### src/rtl/adc_sample_scheduler.sv
// Conversion scheduler for the AD4008 reader: paces conv_start pulses, waits
// for new data with a timeout, box-car averages 2^N samples and presents results.
module adc_sample_scheduler #(
  parameter int ADC_WIDTH      = 16,
  parameter int PERIOD_WIDTH   = 16,
  parameter int MIN_PERIOD     = 40,
  parameter int TIMEOUT_CYCLES = 255,
  parameter int MAX_AVG_LOG2   = 4
) (
  input  logic                    clk,
  input  logic                    aresetn,
  input  logic                    enable,
  input  logic [PERIOD_WIDTH-1:0] period,
  input  logic [2:0]              avg_log2,
  output logic                    conv_start,
  input  logic [ADC_WIDTH-1:0]    adc_data,
  input  logic                    adc_valid,
  output logic [ADC_WIDTH-1:0]    out_data,
  output logic                    out_valid,
  input  logic                    out_ready,
  output logic                    busy,
  output logic                    timeout_err,
  output logic [7:0]              overrun_count
);

  localparam int ACC_W = ADC_WIDTH + MAX_AVG_LOG2;
  localparam int CNT_W = MAX_AVG_LOG2 + 1;
  localparam int TO_W  = $clog2(TIMEOUT_CYCLES + 1);
  localparam logic [PERIOD_WIDTH-1:0] MIN_P   = PERIOD_WIDTH'(MIN_PERIOD);
  localparam logic [2:0]              MAX_LOG = 3'(MAX_AVG_LOG2);
  localparam logic [TO_W-1:0]         TO_LAST = TO_W'(TIMEOUT_CYCLES - 1);

  typedef enum logic [1:0] {IDLE, TRIG, WAIT_DATA, PACE} state_t;

  state_t                  state_reg, state_next;
  logic [PERIOD_WIDTH-1:0] period_cnt_reg;
  logic [TO_W-1:0]         timeout_cnt_reg;
  logic [ACC_W-1:0]        acc_reg;
  logic [CNT_W-1:0]        sample_cnt_reg;
  logic [2:0]              window_log2_reg;
  logic [ADC_WIDTH-1:0]    out_data_reg;
  logic                    out_valid_reg;
  logic                    timeout_err_reg;
  logic [7:0]              overrun_reg;

  logic [PERIOD_WIDTH-1:0] eff_period;
  logic [2:0]              eff_log2;
  logic                    expired;
  logic [ACC_W-1:0]        acc_sum;
  logic [CNT_W-1:0]        sample_inc;
  logic                    window_done;
  logic                    accept_sample;
  logic                    result_load;
  logic                    timeout_fire;
  logic                    clear_window;

  assign eff_period  = (period < MIN_P) ? MIN_P : period;
  assign eff_log2    = (avg_log2 > MAX_LOG) ? MAX_LOG : avg_log2;
  assign expired     = period_cnt_reg >= (eff_period - PERIOD_WIDTH'(1));
  assign acc_sum     = acc_reg + ACC_W'(adc_data);
  assign sample_inc  = sample_cnt_reg + CNT_W'(1);
  assign window_done = sample_inc == (CNT_W'(1) << window_log2_reg);

  always_comb begin
    state_next    = state_reg;
    conv_start    = 1'b0;
    accept_sample = 1'b0;
    result_load   = 1'b0;
    timeout_fire  = 1'b0;
    clear_window  = 1'b0;
    case (state_reg)
      IDLE: begin
        if (enable) state_next = TRIG;
      end
      TRIG: begin
        conv_start = 1'b1;
        state_next = WAIT_DATA;
      end
      WAIT_DATA: begin
        if (adc_valid) begin
          accept_sample = 1'b1;
          result_load   = window_done;
          state_next    = PACE;
        end else if (timeout_cnt_reg == TO_LAST) begin
          timeout_fire = 1'b1;
          state_next   = PACE;
        end
      end
      PACE: begin
        if (expired) begin
          if (enable) begin
            state_next = TRIG;
          end else begin
            clear_window = 1'b1;
            state_next   = IDLE;
          end
        end
      end
      default: state_next = IDLE;
    endcase
  end

  always_ff @(posedge clk or negedge aresetn) begin
    if (!aresetn) state_reg <= IDLE;
    else          state_reg <= state_next;
  end

  // The conv_start cycle is count 0, so the register holds cycles elapsed since the pulse.
  always_ff @(posedge clk or negedge aresetn) begin
    if (!aresetn)                   period_cnt_reg <= '0;
    else if (conv_start)            period_cnt_reg <= PERIOD_WIDTH'(1);
    else if (period_cnt_reg != '1)  period_cnt_reg <= period_cnt_reg + PERIOD_WIDTH'(1);
  end

  always_ff @(posedge clk or negedge aresetn) begin
    if (!aresetn)                     timeout_cnt_reg <= '0;
    else if (state_reg != WAIT_DATA)  timeout_cnt_reg <= '0;
    else if (timeout_cnt_reg != '1)   timeout_cnt_reg <= timeout_cnt_reg + TO_W'(1);
  end

  // Window size is frozen at the first conversion of each window.
  always_ff @(posedge clk or negedge aresetn) begin
    if (!aresetn) begin
      window_log2_reg <= '0;
      acc_reg         <= '0;
      sample_cnt_reg  <= '0;
    end else begin
      if (conv_start && sample_cnt_reg == '0) window_log2_reg <= eff_log2;
      if (clear_window || result_load) begin
        acc_reg        <= '0;
        sample_cnt_reg <= '0;
      end else if (accept_sample) begin
        acc_reg        <= acc_sum;
        sample_cnt_reg <= sample_inc;
      end
    end
  end

  always_ff @(posedge clk or negedge aresetn) begin
    if (!aresetn) begin
      out_data_reg    <= '0;
      out_valid_reg   <= 1'b0;
      timeout_err_reg <= 1'b0;
      overrun_reg     <= '0;
    end else begin
      if (timeout_fire) timeout_err_reg <= 1'b1;
      if (result_load) begin
        if (!out_valid_reg || out_ready) begin
          out_data_reg  <= ADC_WIDTH'(acc_sum >> window_log2_reg);
          out_valid_reg <= 1'b1;
        end else if (overrun_reg != 8'hFF) begin
          overrun_reg <= overrun_reg + 8'd1;
        end
      end else if (out_valid_reg && out_ready) begin
        out_valid_reg <= 1'b0;
      end
    end
  end

  assign busy          = state_reg != IDLE;
  assign out_data      = out_data_reg;
  assign out_valid     = out_valid_reg;
  assign timeout_err   = timeout_err_reg;
  assign overrun_count = overrun_reg;

endmodule

### config.mk
export PLATFORM = sky130hd
export DESIGN_NAME = adc_sample_scheduler
export DESIGN_NICKNAME = d
export VERILOG_FILES = /design/src/rtl/adc_sample_scheduler.sv
export SDC_FILE = /design/constraint.sdc
export NUM_CORES = 1
export LEC_CHECK = 0
export ABC_CLOCK_PERIOD_IN_PS = 2600
export BUFFER_PORTS_ARGS = -buffer_cell sky130_fd_sc_hd__buf_2
export CAP_MARGIN = 15
export CORE_UTILIZATION = 50
export DETAILED_ROUTE_END_ITERATION = 8
export PLACE_DENSITY = 0.73
export SLEW_MARGIN = 20
export SYNTH_ARGS = -nofsm -noshare
export SYNTH_HDL_FRONTEND = slang
export SYNTH_SLANG_ARGS = --single-unit
### constraint.sdc
create_clock -name clk -period 2.6 [get_ports clk]
set_clock_uncertainty 0.15 [all_clocks]
set_input_delay 0 -clock clk [delete_from_list [all_inputs] [get_ports clk]]
set_output_delay 0 -clock clk [all_outputs]
set_load 0.01 [all_outputs]
==> reports/summary.txt <==
Layout cells sized above 1: 36.4%
Hold Worst Slack: 0.127 ns
Number of global-route vias before repair: 6,004
P_int: 5230 uW
Die Width: 111 um
P_sw: 3990 uW
Ranking of synthesized cells by area: dfrtp_1, ha_1, nand2_1
RSZ-0062 raised after global routing: yes
Drt initial violations: 533
Startpoint types: primary input
Synth Cell Area: 5960 um^2
Antenna violations before repair: 0
Core area: 11,500 um^2
Failing checks: design-rule violations, negative setup slack
CTS tree: yes
Register area share after synthesis: 33.6%
Post-synth ARST share: 100%
Antenna-violating nets left: 0
CP Capture Type: register
TritonCTS Sinks: 80
Post-synth top area cell: dfrtp_1
Total setup violations reported at the end of the flow: 50
Synthesized flop and latch total: 80
Min cycle time layout: 3.34 ns
Vias: 6,052
Via/cell ratio: 5.89
Syn Nets: 770
Starting density of the core: 51.7%
H-Tree Depth: 3
Clk buf depth: 2
Most frequent cells after synthesis: nand2_1, dfrtp_1, nor2_1, a21oi_1, ha_1
Layout Nets: 964
Post-synth EDFFs: 0
Final worst setup slack: -0.739 ns
WP data required: 2.67 ns
HPWL Detailed: 11,700 um
CP Data Arrival Time: 3.41 ns
Row cnt: 39
Drt total wl: 17,400 um
Total GRT Usage: 27.2%
Placed inst area: 7360 um^2
Top Ports: 68
Largest net degree at the start of global routing: 81
Grt ovf: 0
Root Buffer: clkbuf_16
Status: finished with violations
Tcrit/Tclk final: 128%
Ant diodes: 0
Max reg flops: 20
Post-synthesis to final-layout area growth: 43.2%
Max-slew violations: 0
R2R Setup Slk: -0.48 ns
Min-Delay Path Class: in2async
Setup TNS: -24.19 ns
P per Cell Area: 1080 nW/um^2
Top cell type's share of synthesized area: 33.6%
Share of power burned in registers: 21.2%
Num CTS Buffers: 9
Mean Syn Cell Area: 8.70 um^2
Hold Fails Final Rpt: 0
Port Buffers: 67
Wire per inst: 17.0 um
CTS clk-pin slew, worst paths: 0.06 ns
First-pass GRT wire length: 27,500 um
DRC errors left: 12
MaxCap Viol Count: 0
Worst-Margin Slew: 0.748 ns
Logic pwr share: 65.2%
Count leader, synth: nand2_1
Synth unique cells: 72
Worst-skew pair later-pin latency: 0.34 ns
GPL Wtd Cong: 0.866
Crit path kind: in2reg
Syn. warnings: 0
Slew headroom: 49.5%
Post-route design area: 8530 um^2
Sw frac: 43.3%
Clk pwr share: 13.6%
Post-synth top flop: dfrtp_1
DRT Pass-1 Iters: 7
Post-synthesis cell count: 685
Fmax: 0.299 GHz
Static leakage: 0.00400 uW
Worst-path fanout max: 3
Die area: 12,400 um^2
Die H: 111 um
Max IR drop VDD: 0.557 mV
stage by stage:
step / worst slack [ns] / total power [uW] / util, % / instances
3_5_place_dp: -1.06 / 6610 / 63.9 / 975
3_3_place_gp: -0.901 / 6460 / 63.9 / 975
6_report: -0.739 / 9220 / 74.1 / 1027
5_1_grt: -1.01 / 9790 / 74.1 / 1027
4_1_cts: -0.655 / 8400 / 70.0 / 1011
2_1_floorplan: -0.858 / 4900 / - / 685
layout by cell type (no fill, tap or decap), drive strengths merged, types with 4 or more instances in the layout:
master | synthesis | final
dlygate4sd3 | 0 | 8
a221o | 5 | 5
a21oi | 52 | 52
clkbuf | 15 | 13
mux2 | 5 | 5
a32oi | 4 | 4
a211oi | 11 | 11
nor3b | 5 | 5
nor3 | 7 | 7
o21ai | 24 | 24
nor2b | 5 | 5
o211ai | 12 | 12
nand3 | 13 | 13
nor4 | 10 | 10
dfrtp | 80 | 80
nand2b | 12 | 12
nand4 | 15 | 15
and3 | 13 | 13
inv | 21 | 21
a31oi | 9 | 9
a21o | 8 | 8
mux2i | 9 | 9
buf | 13 | 201
xor2 | 25 | 25
xnor2 | 38 | 38
nor2 | 69 | 69
nand2 | 99 | 99
and2 | 7 | 7
ha | 44 | 44
logic make-up (layout without fill, tap and decap cells):
| group | Yosys count | after routing | synth area share, % |
|---|---|---|---|
| AND/OR/NAND/NOR | 268 | 268 | 21.4 |
| AO/OA/AOI/OAI | 163 | 163 | 19.3 |
| flip-flops | 80 | 80 | 33.6 |
| XOR/XNOR | 63 | 63 | 9.26 |
| buffers and inverters | 49 | 248 | 3.34 |
| adder cells (fa/ha/maj) | 45 | 45 | 9.58 |
| multiplexers | 17 | 17 | 3.59 |
timing repair:
action                                 4_1_cts  5_1_grt
setup buffers                               12       16
gates cloned                                 0        3
gates resized for setup                     45       59
endpoints found under the hold margin       87        0
setup endpoints to repair                   50       51
hold buffers                                 8        0
pin swaps                                   24       39
worst paths after layout:
check	start	endpoint	cells past startpoint
max in group asynchronous	aresetn	sample_cnt_reg[2]$_DFFE_PN0P_	2
min in group clk	adc_data[9]	acc_reg[9]$_DFFE_PN0P_	6
setup reg to reg	acc_reg[0]$_DFFE_PN0P_	out_data[12]$_DFFE_PN0P_	11
hold reg to reg	timeout_err$_DFFE_PN0P_	timeout_err$_DFFE_PN0P_	2
hold / removal	aresetn	out_data[9]$_DFFE_PN0P_	2
setup / recovery	period[8]	state_reg[1]$_DFFE_PN0P_	19
per-layer routing:
layer	GRT usage, %	share of wire (%)
met1	32.2	39
met2	49.0	52
met3	4.65	5.3
met4	10.0	3.5
met5	0	0
power groups by stage:
| stage | combinational (uW) | sequential [uW] | clock, uW |
|---|---|---|---|
| global placement | 4530 | 1920 | 0 |
| finish | 6020 | 1950 | 1250 |
| detailed placement | 4670 | 1940 | 0 |
| floorplan | 3000 | 1890 | 0 |
| CTS | 5200 | 1930 | 1270 |
| global route | 6480 | 2000 | 1310 |
area by class of cell:
| class | instances | area [um^2] |
|---|---|---|
| timing repair buffer | 211 | 1550 |
| inverter | 21 | 78.8 |
| multi-input combinational | 556 | 4430 |
| clock inverter | 5 | 57.6 |
| clock buffer | 11 | 233 |
| tap | 143 | 179 |
| fill | 749 | 2990 |
| sequential | 80 | 2000 |
critical path: stages:
cell      delay, ns
buf_6          0.09
or4_4          0.55
nor2_4         0.10
nand4b_1       0.19
nand2_2        0.15
ha_4           0.15
nand2_4        0.05
nor4_4         0.18
nand2_2        0.13
nor4_4         0.15
xnor2_1        0.14
ha_1           0.26
nand4_1        0.14
nor2_2         0.07
a21oi_1        0.19
o211ai_1       0.17
a211oi_2       0.32
nor2_2         0.08
mux2_2         0.28
Note: power is estimated with default switching activity, not from simulation.
